$ cat src/rtl/hps_avmm_mailbox.sv
// Multi-channel HPS <-> RISC-V mailbox: Avalon-MM host side, valid/ready core side.
// Optional host interrupt is built only when HPS_MBOX_IRQ_EN is defined.
module hps_avmm_mailbox #(
  parameter int DATA_WIDTH = 32,
  parameter int CHANNELS   = 2,
  parameter int DEPTH      = 16,
  localparam int ADDR_WIDTH = $clog2(CHANNELS) + 2
) (
  input  logic                           clk_clk,
  input  logic                           reset_reset_n,
  input  logic [ADDR_WIDTH-1:0]          avs_address,
  input  logic                           avs_read,
  input  logic                           avs_write,
  input  logic [DATA_WIDTH-1:0]          avs_writedata,
  output logic [DATA_WIDTH-1:0]          avs_readdata,
  output logic                           avs_readdatavalid,
  output logic [CHANNELS*DATA_WIDTH-1:0] core_rx_data,
  output logic [CHANNELS-1:0]            core_rx_valid,
  input  logic [CHANNELS-1:0]            core_rx_ready,
  input  logic [CHANNELS*DATA_WIDTH-1:0] core_tx_data,
  input  logic [CHANNELS-1:0]            core_tx_valid,
  output logic [CHANNELS-1:0]            core_tx_ready,
  output logic                           irq
);

  localparam int PTR_W = $clog2(DEPTH);
  localparam int CNT_W = PTR_W + 1;
  localparam int CH_W  = (CHANNELS > 1) ? $clog2(CHANNELS) : 1;

  // Counts are CNT_W bits wide; the status fields only have room for 8.
  function automatic logic [7:0] sat8(input logic [CNT_W-1:0] cnt);
    if (32'(cnt) > 32'd255) sat8 = 8'hFF;
    else                    sat8 = 8'(cnt);
  endfunction

  logic [DATA_WIDTH-1:0] h2c_mem_r [CHANNELS][DEPTH];
  logic [DATA_WIDTH-1:0] c2h_mem_r [CHANNELS][DEPTH];
  logic [PTR_W-1:0]      h2c_wp_r [CHANNELS];
  logic [PTR_W-1:0]      h2c_rp_r [CHANNELS];
  logic [PTR_W-1:0]      c2h_wp_r [CHANNELS];
  logic [PTR_W-1:0]      c2h_rp_r [CHANNELS];
  logic [CNT_W-1:0]      h2c_cnt_r [CHANNELS];
  logic [CNT_W-1:0]      c2h_cnt_r [CHANNELS];
  logic [CHANNELS-1:0]   ovf_r, unf_r, irq_en_s;

  logic [CHANNELS-1:0] ch_sel_s, h2c_empty_s, h2c_full_s, c2h_empty_s, c2h_full_s;
  logic [CHANNELS-1:0] h2c_push_s, h2c_pop_s, c2h_push_s, c2h_pop_s;
  logic [CHANNELS-1:0] h2c_flush_s, c2h_flush_s, clr_s, ovf_ev_s, unf_ev_s, ctrl_wr_s;
  logic [ADDR_WIDTH-1:0] addr_ch_s;
  logic [CH_W-1:0]       sel_ch_s;
  logic [1:0]            reg_s;
  logic                  ch_ok_s;
  logic [DATA_WIDTH-1:0] rd_mux_s, readdata_r;
  logic                  readdatavalid_r;
  logic                  unused_ok_s;

  // Address decode and per-channel push/pop/flush qualification.
  always_comb begin
    addr_ch_s    = avs_address >> 2;
    reg_s        = avs_address[1:0];
    ch_ok_s      = (32'(addr_ch_s) < CHANNELS);
    sel_ch_s     = addr_ch_s[CH_W-1:0];
    core_rx_data = {(CHANNELS*DATA_WIDTH){1'b0}};
    for (int c = 0; c < CHANNELS; c++) begin
      ch_sel_s[c]    = ch_ok_s && (sel_ch_s == CH_W'(c));
      h2c_empty_s[c] = (h2c_cnt_r[c] == CNT_W'(0));
      h2c_full_s[c]  = (h2c_cnt_r[c] == CNT_W'(DEPTH));
      c2h_empty_s[c] = (c2h_cnt_r[c] == CNT_W'(0));
      c2h_full_s[c]  = (c2h_cnt_r[c] == CNT_W'(DEPTH));
      h2c_push_s[c]  = ch_sel_s[c] && avs_write && (reg_s == 2'd0) && !h2c_full_s[c];
      ovf_ev_s[c]    = ch_sel_s[c] && avs_write && (reg_s == 2'd0) && h2c_full_s[c];
      h2c_pop_s[c]   = core_rx_ready[c] && !h2c_empty_s[c];
      c2h_push_s[c]  = core_tx_valid[c] && !c2h_full_s[c];
      c2h_pop_s[c]   = ch_sel_s[c] && avs_read && (reg_s == 2'd1) && !c2h_empty_s[c];
      unf_ev_s[c]    = ch_sel_s[c] && avs_read && (reg_s == 2'd1) && c2h_empty_s[c];
      ctrl_wr_s[c]   = ch_sel_s[c] && avs_write && (reg_s == 2'd3);
      h2c_flush_s[c] = ctrl_wr_s[c] && avs_writedata[0];
      c2h_flush_s[c] = ctrl_wr_s[c] && avs_writedata[1];
      clr_s[c]       = ctrl_wr_s[c] && avs_writedata[2];
      core_rx_data[c*DATA_WIDTH +: DATA_WIDTH] = h2c_mem_r[c][h2c_rp_r[c]];
    end
  end

  assign core_rx_valid = ~h2c_empty_s;
  assign core_tx_ready = ~c2h_full_s;

  // FIFO storage; contents survive reset by design.
  always_ff @(posedge clk_clk) begin
    for (int c = 0; c < CHANNELS; c++) begin
      if (h2c_push_s[c] && !h2c_flush_s[c])
        h2c_mem_r[c][h2c_wp_r[c]] <= avs_writedata;
      if (c2h_push_s[c] && !c2h_flush_s[c])
        c2h_mem_r[c][c2h_wp_r[c]] <= core_tx_data[c*DATA_WIDTH +: DATA_WIDTH];
    end
  end

  // Pointers, counts and sticky flags; flush beats push/pop, events beat clear.
  always_ff @(posedge clk_clk or negedge reset_reset_n) begin
    if (!reset_reset_n) begin
      for (int c = 0; c < CHANNELS; c++) begin
        h2c_wp_r[c]  <= PTR_W'(0);
        h2c_rp_r[c]  <= PTR_W'(0);
        h2c_cnt_r[c] <= CNT_W'(0);
        c2h_wp_r[c]  <= PTR_W'(0);
        c2h_rp_r[c]  <= PTR_W'(0);
        c2h_cnt_r[c] <= CNT_W'(0);
      end
      ovf_r <= {CHANNELS{1'b0}};
      unf_r <= {CHANNELS{1'b0}};
    end else begin
      for (int c = 0; c < CHANNELS; c++) begin
        if (h2c_flush_s[c]) begin
          h2c_wp_r[c]  <= PTR_W'(0);
          h2c_rp_r[c]  <= PTR_W'(0);
          h2c_cnt_r[c] <= CNT_W'(0);
        end else begin
          if (h2c_push_s[c]) h2c_wp_r[c] <= h2c_wp_r[c] + PTR_W'(1);
          if (h2c_pop_s[c])  h2c_rp_r[c] <= h2c_rp_r[c] + PTR_W'(1);
          case ({h2c_push_s[c], h2c_pop_s[c]})
            2'b10:   h2c_cnt_r[c] <= h2c_cnt_r[c] + CNT_W'(1);
            2'b01:   h2c_cnt_r[c] <= h2c_cnt_r[c] - CNT_W'(1);
            default: h2c_cnt_r[c] <= h2c_cnt_r[c];
          endcase
        end
        if (c2h_flush_s[c]) begin
          c2h_wp_r[c]  <= PTR_W'(0);
          c2h_rp_r[c]  <= PTR_W'(0);
          c2h_cnt_r[c] <= CNT_W'(0);
        end else begin
          if (c2h_push_s[c]) c2h_wp_r[c] <= c2h_wp_r[c] + PTR_W'(1);
          if (c2h_pop_s[c])  c2h_rp_r[c] <= c2h_rp_r[c] + PTR_W'(1);
          case ({c2h_push_s[c], c2h_pop_s[c]})
            2'b10:   c2h_cnt_r[c] <= c2h_cnt_r[c] + CNT_W'(1);
            2'b01:   c2h_cnt_r[c] <= c2h_cnt_r[c] - CNT_W'(1);
            default: c2h_cnt_r[c] <= c2h_cnt_r[c];
          endcase
        end
        if (ovf_ev_s[c])   ovf_r[c] <= 1'b1;
        else if (clr_s[c]) ovf_r[c] <= 1'b0;
        if (unf_ev_s[c])   unf_r[c] <= 1'b1;
        else if (clr_s[c]) unf_r[c] <= 1'b0;
      end
    end
  end

  // Host read mux; out-of-range channels and write-only registers read as zero.
  always_comb begin
    rd_mux_s = {DATA_WIDTH{1'b0}};
    if (avs_read && ch_ok_s) begin
      case (reg_s)
        2'd1: begin
          if (!c2h_empty_s[sel_ch_s]) rd_mux_s = c2h_mem_r[sel_ch_s][c2h_rp_r[sel_ch_s]];
          else                        rd_mux_s = {DATA_WIDTH{1'b0}};
        end
        2'd2: rd_mux_s = DATA_WIDTH'({8'd0, sat8(h2c_cnt_r[sel_ch_s]), sat8(c2h_cnt_r[sel_ch_s]),
                                      2'b00, unf_r[sel_ch_s], ovf_r[sel_ch_s],
                                      c2h_full_s[sel_ch_s], c2h_empty_s[sel_ch_s],
                                      h2c_full_s[sel_ch_s], h2c_empty_s[sel_ch_s]});
        2'd3: rd_mux_s = DATA_WIDTH'({23'd0, irq_en_s[sel_ch_s], 8'd0});
        default: rd_mux_s = {DATA_WIDTH{1'b0}};
      endcase
    end else begin
      rd_mux_s = {DATA_WIDTH{1'b0}};
    end
  end

  // Fixed read latency of one cycle.
  always_ff @(posedge clk_clk or negedge reset_reset_n) begin
    if (!reset_reset_n) begin
      readdata_r      <= {DATA_WIDTH{1'b0}};
      readdatavalid_r <= 1'b0;
    end else begin
      readdata_r      <= rd_mux_s;
      readdatavalid_r <= avs_read;
    end
  end

  assign avs_readdata      = readdata_r;
  assign avs_readdatavalid = readdatavalid_r;

`ifdef HPS_MBOX_IRQ_EN
  logic [CHANNELS-1:0] irq_en_r;
  logic                irq_r;

  // Interrupt enables and the level interrupt derived from registered FIFO state.
  always_ff @(posedge clk_clk or negedge reset_reset_n) begin
    if (!reset_reset_n) begin
      irq_en_r <= {CHANNELS{1'b0}};
      irq_r    <= 1'b0;
    end else begin
      for (int c = 0; c < CHANNELS; c++) begin
        if (ctrl_wr_s[c]) irq_en_r[c] <= avs_writedata[8];
      end
      irq_r <= |(irq_en_r & ~c2h_empty_s);
    end
  end

  assign irq_en_s = irq_en_r;
  assign irq      = irq_r;
`else
  assign irq_en_s = {CHANNELS{1'b0}};
  assign irq      = 1'b0;
`endif

  assign unused_ok_s = ^avs_writedata;

endmodule

$ cat config.mk
export PLATFORM = sky130hd
export DESIGN_NAME = hps_avmm_mailbox
export DESIGN_NICKNAME = d
export VERILOG_FILES = /design/src/rtl/hps_avmm_mailbox.sv
export SDC_FILE = /design/constraint.sdc
export NUM_CORES = 2
export LEC_CHECK = 0
export BUFFER_PORTS_ARGS = -buffer_cell sky130_fd_sc_hd__buf_2
export CAP_MARGIN = 20
export CORE_ASPECT_RATIO = 0.9
export CORE_UTILIZATION = 58
export CTS_BUF_LIST = sky130_fd_sc_hd__clkbuf_4
export CTS_CLUSTER_DIAMETER = 30
export DETAILED_ROUTE_END_ITERATION = 12
export PLACE_DENSITY = 0.78
export REMOVE_ABC_BUFFERS = 1
export SYNTH_ARGS = -nofsm -noshare
export SYNTH_HDL_FRONTEND = slang
export SYNTH_SLANG_ARGS = --single-unit
$ cat constraint.sdc
create_clock -name clk_clk -period 3.9 [get_ports clk_clk]
set_clock_uncertainty 0.1 [all_clocks]
set_input_delay 0.585 -clock clk_clk [delete_from_list [all_inputs] [get_ports clk_clk]]
set_output_delay 0.585 -clock clk_clk [all_outputs]
set_load 0.05 [all_outputs]
After elaboration in Yosys (flattened, before gate mapping)
Memory sizes are Yosys's and may differ from the RTL's. Cells that the tools add are included.

Bits in writable memories: 2048. Output and inout port bits: 102. Memories: 2. Register bits: 89.

Muxes and demuxes: 83. Reduce and logical (&&, ||, !) cells: 73. $add $sub $neg: 16. Bitwise gates (word level): 11. Magnitude comparators: 14. Equal/unequal tests: 15.

Memory list: c2h_mem_r (depth 2, bits a word 512, rd ports 1, clocked after memory_dff 0, wr ports 2, line 37) `logic [DATA_WIDTH-1:0] c2h_mem_r [CHANNELS][DEPTH];`; h2c_mem_r (depth 2, bits a word 512, rd ports 2, clocked after memory_dff 0, wr ports 1, line 36) `logic [DATA_WIDTH-1:0] h2c_mem_r [CHANNELS][DEPTH];`.

Operators by type and width (count): 512-bit two-way mux (6); 32-bit demux with 4-bit select (4); 512-bit OR reduction (1); 32-bit binary-select mux with 4-bit select (3); 32-bit two-way mux (12); 32-bit one-hot mux with 3 select lines (1); 4-bit two-way mux (19); 5-bit two-way mux (10); 5-bit one-hot mux with 2 select lines (4); 1-bit logical AND (39); 5-bit greater-or-equal comparator (second input constant) (7); 4-bit NOT with 5-bit output (7); 4-bit by 1-bit adder with 4-bit output (second input constant) (8); 1-bit two-way mux (24); 2-bit nonzero test (12); 5-bit by 1-bit adder with 5-bit output (second input constant) (4); 5-bit equality test (second input constant) (4); 5-bit zero test (4); 5-bit by 1-bit less-than comparator with 1-bit output (second input constant) (4); 5-bit by 1-bit subtractor with 5-bit output (second input constant) (4); 2-bit equality test (second input constant) (6); 1-bit zero test (12); 3-bit nonzero test (4); 2-bit by 1-bit equality test with 1-bit output (second input constant) (5); other kinds (6) (8).

Logic depth before layout (Yosys ltp)
Depth after elaboration: 11. Gate-level depth with buffers: 12. Mapped depth without buffers: 12.

Least setup slack after synthesis
No wires, ideal clock.

Kind: input -> register. From: input port avs_address[2]. To: memory c2h_mem_r[1][384] in the netlist's numbering (enable). Stages on the path: 8. Arrival: 3.975 ns. Slack: -0.636 ns. Library setup time: 0.461 ns. Cells stage by stage: buf_4 -> buf_2 -> buf_4 -> buf_2 -> and4_1 -> nor2b_1 -> nand2_1 -> nor3_1.

RTL lines: start: declaration (line 11) `input logic [ADDR_WIDTH-1:0] avs_address,`; end: declaration (line 37).

Worst setup path in the final report
From: register h2c_rp_r[4] in the netlist's numbering. To: output port core_rx_data[25].

Word-level cells in the longest chain between the ends: 4.

RTL lines: start: declaration (line 39) `logic [PTR_W-1:0] h2c_rp_r [CHANNELS];`; start signal: indexed assignment (line 118) `if (h2c_pop_s[c]) h2c_rp_r[c] <= h2c_rp_r[c] + PTR_W'(1);`; 4-bit NOT with 5-bit output (implied by the code) (line 80) `core_rx_data[c*DATA_WIDTH +: DATA_WIDTH] = h2c_mem_r[c][h2c_rp_r[c]];`; 32-bit binary-select mux with 4-bit select (line 80); 32-bit two-way mux (implied by the code) (2 in a row) (line 80); end: declaration (line 17) `output logic [CHANNELS*DATA_WIDTH-1:0] core_rx_data,`.

Every way passes these cells. The select of a mux whose other input is x is not followed.

==> flow_summary_export.csv <==
group,metric,value,unit
floorplanning,core_area,142000,µm²
timing,final_max_slew_viol_count,0,
synth,synth_top_cell_area_share,74.1,%
pwr,total_power,67800,µW
synth,synth_edf_count,2048,
cts,cts_buffers,541,
outcome,outcome,"finished, violations left",
floorplanning,die-area,145000,µm²
cts,cts.clk_slew.worst_paths,70,ps
pwr,power_density,697,nW/µm²
global_route,grt_pass1_vias,47800,
worst_setup_path,endpoint_kind,"output pin",
timing,fin_crit_sh,108,%
cts,cts-htree-levels,6,
routing,wl_per_cell,31.0,µm
finish,nFillCells,8462,
timing,relSlewSlack,31.6,%
global_route,antenna_found_initial,12,
finish,final-seq-area,63800,µm²
floorplanning,io_pins,209,
synth,synth_cell_types,77,
worst_setup_path,cp_slowest_cell,"mux4_2",
cts,cts_root_buf,"clkbuf_4",
routing,vias_per_cell,6.49,
finish,drive_above_1_share,33.0,%
worst_setup_path,cp_top_family,"multiplexers",
worst_setup_path,worstPathMaxFanout,4,
finish,fin_nets,5195,
routing,antenna_left,0,
synth,syn_inst,4167,
finish,multi_input_area,18600,µm²
synth,avgSynthCellArea,19.9,µm²
timing,hold_ws,85.6,ps
placed_design,dp_hpwl,119000,µm
pwr,p_leak,0.0329,µW
cts,clk_latency,1320,ps
worst_setup_path,cp-start-kind,"flip-flop",
floorplanning,initial_utilization,58.5,%
placed_design,dp_cells,6197,
synth,seq_area_frac_synth,76.8,%
synth,async_reset_ff_share,4.16,%
timing,worstMarginPinSlew,1020,ps
synth,synth_area_leaders,"edfxtp_1 (74%), mux4_2 (11%), mux2i_1 (3.0%), dfrtp_1 (2.7%), nand2_1 (1.1%)",
finish,syn_to_final_growth,17.2,%
timing,setup_violations,64,
finish,final_cells,7262,
routing,first_pass_iters,7,
worst_setup_path,required,3210,ps
finish,layout_common_cells,"edfxtp_1 (2,048), clkbuf_4 (755), mux4_2 (399)",
placed_design,post-place-ws,294,ps
placed_design,port_buffers,207,
cts,cts_tree,"yes",
global_route,grt_pass1_wl,320000,µm
floorplanning,num_rows,131,
worst_setup_path,path_buf_inv,4,
worst_setup_path,path_cells,"buf_12 > buf_12 > buf_16 > mux4_2 > mux4_2 > buf_8",
worst_setup_path,max_stage_delay,580,ps
global_route,grt_overflow,0,
cts,clk_path_buf_depth,4,
routing,wirelength,225000,µm
finish,final_common_cell,"edfxtp_1",
routing,drc_errors,0,
min_path,hold_class,"in2reg",
routing,drt_iter0_markers,6422,
synth,synth_warnings,0,
global_route,grt_max_degree,69,
pwr,vdd_drop_max,0.582,mV
synth,syn_area,83000,µm²
outcome,violations,"setup timing",
floorplanning,die_x,401,µm
timing,rsz0062_at_grt,"yes",
floorplanning,fp.dieH,361,µm
worst_setup_path,critPathKind,"reg2out",
timing,period_minus_slack,4230,ps
global_route,grtUsageTotal,31.0,%
timing,fin_ws,-327,ps
cts,clock_sinks,2137,
synth,ys.flop_type,"edfxtp_1",
placed_design,place.gp.congestion,0.843,
timing,fmax,237,MHz
flow_run,maxCapViolations,0,
worst_setup_path,arrival,3540,ps
timing,final_hold_viol_count,0,
synth,yosysTopAreaCell,"edfxtp_1",
synth,ys_ff_latch,2137,
routing,vias,47100,
[what timing repair did]
item                                    CTS  global route
setup buffers                            25             9
cloned                                   20            12
endpoints found under the hold margin  2211             0
resized for setup                       167            28
hold buffers                            116             0
setup endpoints to repair                64            64
[state kept, by name, summed over array words and instances (netlist names)]
register and cells:
ovf_r 2, avs_readdata 32, h2c_rp_r 8, c2h_wp_r 8, h2c_mem_r 1024, h2c_cnt_r 10, c2h_mem_r 1024, c2h_cnt_r 10
unf_r 2, h2c_wp_r 8, avs_readdatavalid 1, c2h_rp_r 8
[power by group]
group          internal [µW]  switching, µW
logic                   9240          12200
registers              26500           1080
clock network           9800           8890
[layer usage]
layer  GRT usage [%]  wire length [µm]  up-vias
li1                -                 -    19100
met1            39.8             76800    23700
met2            50.5            111000     3675
met3            7.90             27800      623
met4            13.3              9220       10
met5               0                65        -
[synth_stat cells, types with 60 or more instances]
library cell and count:
a211oi_1 79, a21oi_1 67, a22oi_1 62, buf_2 91
clkbuf_1 103, dfrtp_1 89, edfxtp_1 2048, mux2i_1 251
mux4_2 399, nand2_1 254, nand3_1 82, nor2_1 139
nor2b_1 60
[per-stage QoR]
step | util [%] | setup TNS, ps | instance area (µm²)
5_1_grt | 68.6 | -21860 | 97200
6_report | 68.6 | -14610 | 97200
3_3_place_gp | 61.9 | 0 | 87800
2_1_floorplan | - | -678150 | 81900
3_5_place_dp | 61.9 | 0 | 87800
4_1_cts | 68.3 | -17690 | 96800
[path summary, 6_finish.rpt]
check | from | to | slack (ps) | depth (start not counted)
worst max-delay path | h2c_rp_r[4] | core_rx_data[25] | -330 | 6
worst min-delay path | core_tx_data[0] | c2h_mem_r[0][224] | 90 | 2
worst max register to register | c2h_rp_r[4] | avs_readdata[6] | 760 | 7
worst min register to register | unf_r[0] | unf_r[0] | 420 | 1
max in group asynchronous | reset_reset_n | avs_readdata[21] | 2850 | 4
min in group asynchronous | reset_reset_n | c2h_rp_r[4] | 430 | 4
[final cells by class]
cell class,count,share of cell area (%)
antenna,12,0.0309
clock buffer,755,5.83
clock inverter,120,0.861
inverter,18,0.0695
multi-input combinational,1772,19.1
sequential,2137,65.6
tap,1862,2.40
timing repair buffer,586,6.14
[kinds of logic (layout without fill, tap and decap cells)]
logic type               count (synthesis)  count (layout)  share of synthesized area, %
other                                    1              13                       0.00452
AO/OA/AOI/OAI                          380             380                          3.20
AND/OR/NAND/NOR                        664             664                          3.74
flip-flops                            2137            2137                          76.8
buffers and inverters                  258            1479                          1.41
adder cells (fa/ha/maj)                 32              32                         0.482
multiplexers                           658             658                          14.0
XOR/XNOR                                37              37                         0.391
No activity file was read; power rests on OpenSTA's default activity.
